### config.mk
export PLATFORM = sky130hd
export DESIGN_NAME = fetch_stage
export DESIGN_NICKNAME = d
export VERILOG_FILES = /design/src/rtl/fetch_stage_pkg.sv /design/src/rtl/fetch_stage.sv
export SDC_FILE = /design/constraint.sdc
export NUM_CORES = 1
export LEC_CHECK = 0
export ABC_AREA = 1
export CAP_MARGIN = 20
export CORE_MARGIN = 5
export CORE_UTILIZATION = 30
export DETAILED_ROUTE_END_ITERATION = 16
export DONT_BUFFER_PORTS = 1
export PLACE_DENSITY = 0.44
export RECOVER_POWER = 50
export SYNTH_ARGS = -nofsm -noshare
export SYNTH_HDL_FRONTEND = slang
export SYNTH_SLANG_ARGS = --single-unit
### constraint.sdc
create_clock -name clock -period 1.4 [get_ports clock]
set_input_delay 0.21 -clock clock [delete_from_list [all_inputs] [get_ports clock]]
set_output_delay 0.21 -clock clock [all_outputs]
set_load 0.01 [all_outputs]
### src/rtl/fetch_stage_pkg.sv
// -----------------------------------------------------------------------------
// fetch_stage_pkg
//   Shared definitions for the fetch stage and the pipeline registers that
//   consume its outputs: the data/address width, the word type, the HALT/RUN
//   state encoding and a wrapping increment helper.
// -----------------------------------------------------------------------------
package fetch_stage_pkg;

  // Width of instruction words and instruction addresses.
  localparam int unsigned DATA_W = 16;

  typedef logic [DATA_W-1:0] word_t;

  // Run/halt state of the front end.
  typedef enum logic {
    ST_HALT = 1'b0,
    ST_RUN  = 1'b1
  } fetch_state_e;

  // Address increment, wrapping from all-ones back to zero.
  function automatic word_t inc_wrap(input word_t a);
    return a + word_t'(1);
  endfunction

endpackage : fetch_stage_pkg

### src/rtl/fetch_stage.sv
// -----------------------------------------------------------------------------
// fetch_stage
//   Instruction fetch front end. It issues addresses to a synchronous-read
//   instruction memory (one cycle of read latency) and presents the returned
//   word together with its address to the decode stage.
//
//   A two-state controller (HALT/RUN) gates fetching. In RUN, each cycle
//   a redirect (branch_taken), a hold (stall) or a sequential advance happens,
//   in that priority order. Leaving RUN rewinds the fetch pointer to any
//   instruction still sitting in the output register, so restarting with exec
//   refetches it instead of losing it.
//
// Ports
//   clock              in   1   rising-edge clock
//   reset              in   1   synchronous active-high reset
//   exec               in   1   run/halt toggle request
//   is_halt_commanded  in   1   forced halt (HALT instruction retired)
//   stall              in   1   hold request from hazard unit
//   branch_taken       in   1   redirect request from execute
//   branch_target      in  16   redirect address
//   imem_addr          out 16   instruction memory address
//   imem_rdata         in  16   word for the previous cycle's imem_addr
//   o_instr            out 16   fetched instruction (copy of imem_rdata)
//   o_pc               out 16   address of o_instr
//   o_pc_plus1         out 16   o_pc + 1, wrapping
//   o_valid            out  1   o_instr/o_pc hold a live instruction
//   is_halt_now        out  1   block is in HALT
//   fetch_count        out 16   instructions accepted downstream
// -----------------------------------------------------------------------------
module fetch_stage
  import fetch_stage_pkg::*;
(
  input  logic              clock,
  input  logic              reset,
  input  logic              exec,
  input  logic              is_halt_commanded,
  input  logic              stall,
  input  logic              branch_taken,
  input  logic [DATA_W-1:0] branch_target,
  output logic [DATA_W-1:0] imem_addr,
  input  logic [DATA_W-1:0] imem_rdata,
  output logic [DATA_W-1:0] o_instr,
  output logic [DATA_W-1:0] o_pc,
  output logic [DATA_W-1:0] o_pc_plus1,
  output logic              o_valid,
  output logic              is_halt_now,
  output logic [DATA_W-1:0] fetch_count
);

  fetch_state_e r_state;
  word_t        r_pc;           // next address to fetch
  word_t        r_pc_q;         // address of the word currently on o_instr
  logic         r_valid_q;
  word_t        r_fetch_count;

  logic         w_to_halt;      // RUN is being left this cycle
  logic         w_accept;       // decode takes the current instruction
  word_t        w_imem_addr;

  assign w_to_halt = (r_state == ST_RUN) && (exec || is_halt_commanded);

  // An instruction is consumed only when it is live, nothing holds or
  // redirects it, and the front end is not being halted under it.
  assign w_accept  = (r_state == ST_RUN) && !w_to_halt && r_valid_q &&
                     !stall && !branch_taken;

  // While stalled, re-read the address already on o_pc so the memory keeps
  // returning the same word; o_instr then stays paired with o_pc for any
  // stall length. A redirect overrides the stall and issues r_pc instead.
  always_comb begin
    // NOTE: default assignment first so every path drives the signal and no
    // latch is inferred.
    w_imem_addr = r_pc;
    if ((r_state == ST_RUN) && stall && !branch_taken) begin
      w_imem_addr = r_pc_q;
    end
  end

  // NOTE: state registers use non-blocking assignments so all of them update
  // from the same pre-edge values.
  always_ff @(posedge clock) begin
    if (reset) begin
      r_state       <= ST_HALT;
      r_pc          <= '0;
      r_pc_q        <= '0;
      r_valid_q     <= 1'b0;
      r_fetch_count <= '0;
    end else begin
      if (w_accept) begin
        r_fetch_count <= inc_wrap(r_fetch_count);
      end

      unique case (r_state)
        ST_HALT: begin
          // Addresses are frozen while halted; stall and redirects are moot.
          r_valid_q <= 1'b0;
          if (exec) begin
            r_state <= ST_RUN;
          end
        end

        ST_RUN: begin
          if (w_to_halt) begin
            r_state   <= ST_HALT;
            r_valid_q <= 1'b0;
            // Rewind so the unconsumed instruction is fetched again on restart.
            if (r_valid_q) begin
              r_pc <= r_pc_q;
            end
          end else if (branch_taken) begin
            // The word arriving next cycle is from the wrong path; squash it.
            r_pc      <= branch_target;
            r_valid_q <= 1'b0;
          end else if (!stall) begin
            r_pc      <= inc_wrap(r_pc);
            r_pc_q    <= r_pc;
            r_valid_q <= 1'b1;
          end
        end

        default: begin
          r_state <= ST_HALT;
        end
      endcase
    end
  end

  assign imem_addr   = w_imem_addr;
  assign o_instr     = imem_rdata;
  assign o_pc        = r_pc_q;
  assign o_pc_plus1  = inc_wrap(r_pc_q);
  assign o_valid     = r_valid_q;
  assign is_halt_now = (r_state == ST_HALT);
  assign fetch_count = r_fetch_count;

endmodule : fetch_stage

==> flow_summary.yaml <==
global_route:
  grt_pass1_vias: 3559
  grt_first_pass_wirelength_um: 18700
  grt_antenna_before_repair: 0
  grt_start_max_net_pins: 33
  global_route.overflow_total: 0
  gr_util_all_layers_pct: 17.5
cells_and_area:
  syn2layout_area_growth_pct: 48.6
  stdcell_count: 751
  finish.utilization_pct: 44.9
  layout-drive-gt1-share_pct: 38.3
  antenna_cells: 0
  final_net_count: 648
  n_fill_cell: 1135
setup_path:
  cell_at_the_slowest_stage_of_the_critical_path: "dfxtp_4"
  crit_type: "flop to output port"
  cpPeakStageDelay_ns: 0.37
  timing.critical_path.arrival_ns: 1.61
  worst-r2r-cell-count: 7
  worstReg2RegStart: "fetch_count[0]"
  reg2reg_setup_slack_ns: 0.04
  crit_chain: "ha_4 -> nand2_4 -> nor2_4 -> nand4_1 -> nor2_1 -> xor2_1"
  critical_path.startpoint: "o_pc[0]"
  maximum_fanout_encountered_on_the_critical_timing_path: 3
  worstSetupStartpointType: "flop"
  rr_endpoint: "fetch_count[10]"
  cp-end-kind: "output port"
  worst_ep_required_time_ns: 1.19
logic_synthesis:
  edff_count_synth: 0
  register_bit_count_reported_by_yosys: 50
  post_synth.cell_area_avg_um2: 6.58
  synth.yosys.seq_area_share_pct: 29.4
  ys_async_sr_fraction_pct: 0
  synth_area_leader_cell: "dfxtp_1"
  syn_area_um2: 3410
  ys_top_cells_by_area: "dfxtp_1 29%, nand2_1 12%, o21ai_0 8.7%, a21oi_1 7.3%, nor2_1 5.7%"
  ys_top_cells_by_count: "107 x nand2_1, 59 x o21ai_0, 52 x nor2_1"
  most_numerous_cell_in_the_yosys_netlist: "nand2_1"
  synth_cell_types: 39
  yosys_warnings: 0
  netlist_instances: 518
  syn_nets: 559
  synth_top_flop_cell: "dfxtp_1"
  yosys.area.top_type_share_pct: 29.4
power:
  leakagePower_nw: 1.92
  power_density_nw_per_um2: 630
  ir_drop_mv: 0.473
place:
  gp_congestion: 0.841
  dp.cells: 727
  port-buffer-count: 0
  dpl_worst_slack_ns: -0.206
  dp.final_hpwl_um: 8740
detailed_routing:
  met2_wirelength_um: 5810
  top_layer_used: "met4"
  detail-route-antenna-nets: 0
  dr_total_vias: 3732
  wl_met3_um: 737
  viasPerCell: 4.97
  drc_errors: 0
  initialDrtViolationCount: 258
  detailedRoute.firstPassIterationCount: 5
  wl_met1_um: 5180
  wirelength_um: 11900
  post_drt_wl_per_cell_um: 15.9
sta:
  fin_worst_skew_ns: 0.0103
  max_slew_margin_pct: 55.4
  timing_hold_violations_final: 0
  timing_worst_slew_pin_value_ns: 0.666
  timing.final.setup_violations: 29
  post-route-period-util_pct: 130
  finalWorstPathRequiredPeriod_ns: 1.82
  fmaxAchievable_mhz: 551
  fin_hold_ws_ns: 0.0166
  maxSlewViolCount: 0
  layout_setup_ws_ns: -0.415
  rsz_0062_raised_after_global_routing: "true"
clocking:
  max-clock-path-buffers: 2
  cts_tree: "done"
  tritoncts_buffer_count: 5
  worst_setup_hold_path_clk_slew_ns: 0.07
  insertion_delay_ns: 0.30
  clock_tree.root_cell: "clkbuf_16"
  cts-htree-levels: 2
  number_of_sinks_handled_by_clock_tree_synthesis: 50
floorplan:
  dieWidth_um: 117
  core-area_um2: 11300
  floorplan.die_area_um2: 13600
  i_o_pin_count: 120
  die_height_um: 117
  row_count: 39
  floorplan.initialDensity_pct: 30.2
worst_hold_path:
  hold_path_depth: 1
  hp-class: "input port to flop"
  hold-path-endpoint: "o_valid"
  worstHoldStart: "stall"
status:
  failed_checks: "negative setup slack"
  status: "finished, violations left"
flow_run:
  max-cap-violations: 0
-- layout make-up --
class | count | area, µm² | area share, %
inverters | 50 | 206 | 4.08
flip-flops and latches | 50 | 1030 | 20.3
well taps | 143 | 179 | 3.53
repair buffers | 118 | 987 | 19.5
clock inverters | 2 | 13.8 | 0.272
multi-input cells | 382 | 2520 | 49.8
clock buffers | 6 | 129 | 2.55
-- cells by family after synthesis --
logic type	count (synthesis)	synth area share (%)
AOI/OAI and AO/OA	125	19.9
xor gates and xnor gates	23	5.91
adders and majority gates	3	1.10
buffers and inverters	86	12.5
DFF	50	29.4
and+or+nand+nor	231	31.2
-- flip-flops by register name, summed over array words and instances, names as in the netlist --
register	flops
fetch_count	16
o_pc	16
o_valid	1
r_pc	16
r_state	1
-- worst max-delay path, delay by kind of cell (launching register included) --
family	cells	cell delay [ns]
adders and majority gates	1	0.15
DFF	1	0.37
and+or+nand+nor	4	0.52
xor gates and xnor gates	1	0.27
-- report_power, final --
part           internal, mW  leakage (nW)  switching, mW
Clock                 0.665        0.0708          0.574
Combinational         0.199          1.44          0.276
Sequential             1.44         0.411         0.0304
Total                  2.31          1.92          0.880
-- per-layer routing --
metal / vias to the layer above / GRT usage (%)
met4: 0 / 4.28
met2: 85 / 30.4
met1: 1770 / 22.2
met5: - / 0
met3: 11 / 3.63
li1: 1866 / -
-- how the worst max path moves through the flow --
| stage | endpoint |
|---|---|
| after floorplan | o_pc_plus1[12] |
| after global placement | o_pc_plus1[12] |
| after detailed placement | o_pc_plus1[12] |
| after CTS | o_pc_plus1[12] |
| after global routing | o_pc_plus1[12] |
| final | o_pc_plus1[10] |
-- timing repair --
| action | CTS | global route |
|---|---|---|
| buffers inserted | 5 | 10 |
| gates resized for setup | 65 | 102 |
| endpoints found under the hold margin | 16 | 0 |
| hold buffers | 2 | 0 |
| pin swaps | 8 | 22 |
| gates cloned | 3 | 0 |
| setup endpoints to repair | 32 | 55 |
-- placed cells by master, fill, tap and decap left out, types with 4 or more instances in the layout --
cell type / instances
nor2_2: 9
nor2_1: 45
buf_6: 12
dfxtp_2: 9
nand2_1: 81
nor3_1: 12
buf_4: 81
inv_1: 41
nand2_2: 15
xor2_1: 9
dfxtp_1: 37
buf_12: 7
dfxtp_4: 4
clkbuf_16: 5
nor2_4: 6
nand3_1: 21
clkbuf_1: 16
a21oi_1: 46
o21ai_2: 9
o21ai_0: 38
nand4_1: 9
a21oi_2: 13
xor2_4: 6
nand2_4: 15
o21ai_1: 7
xor2_2: 6
inv_2: 4
o21ai_4: 6
nand3_2: 5
-- through the flow --
stage / power (mW) / TNS [ns] / area (µm²)
6_report: 3.19 / -6.00 / 5060
5_1_grt: 3.34 / -8.25 / 5060
4_1_cts: 3.20 / -6.71 / 4770
3_5_place_dp: 1.88 / -0.904 / 4200
3_3_place_gp: 1.87 / -0.792 / 4200
2_1_floorplan: 1.79 / -0.209 / 3450
Note: power is estimated with default switching activity, not from simulation.
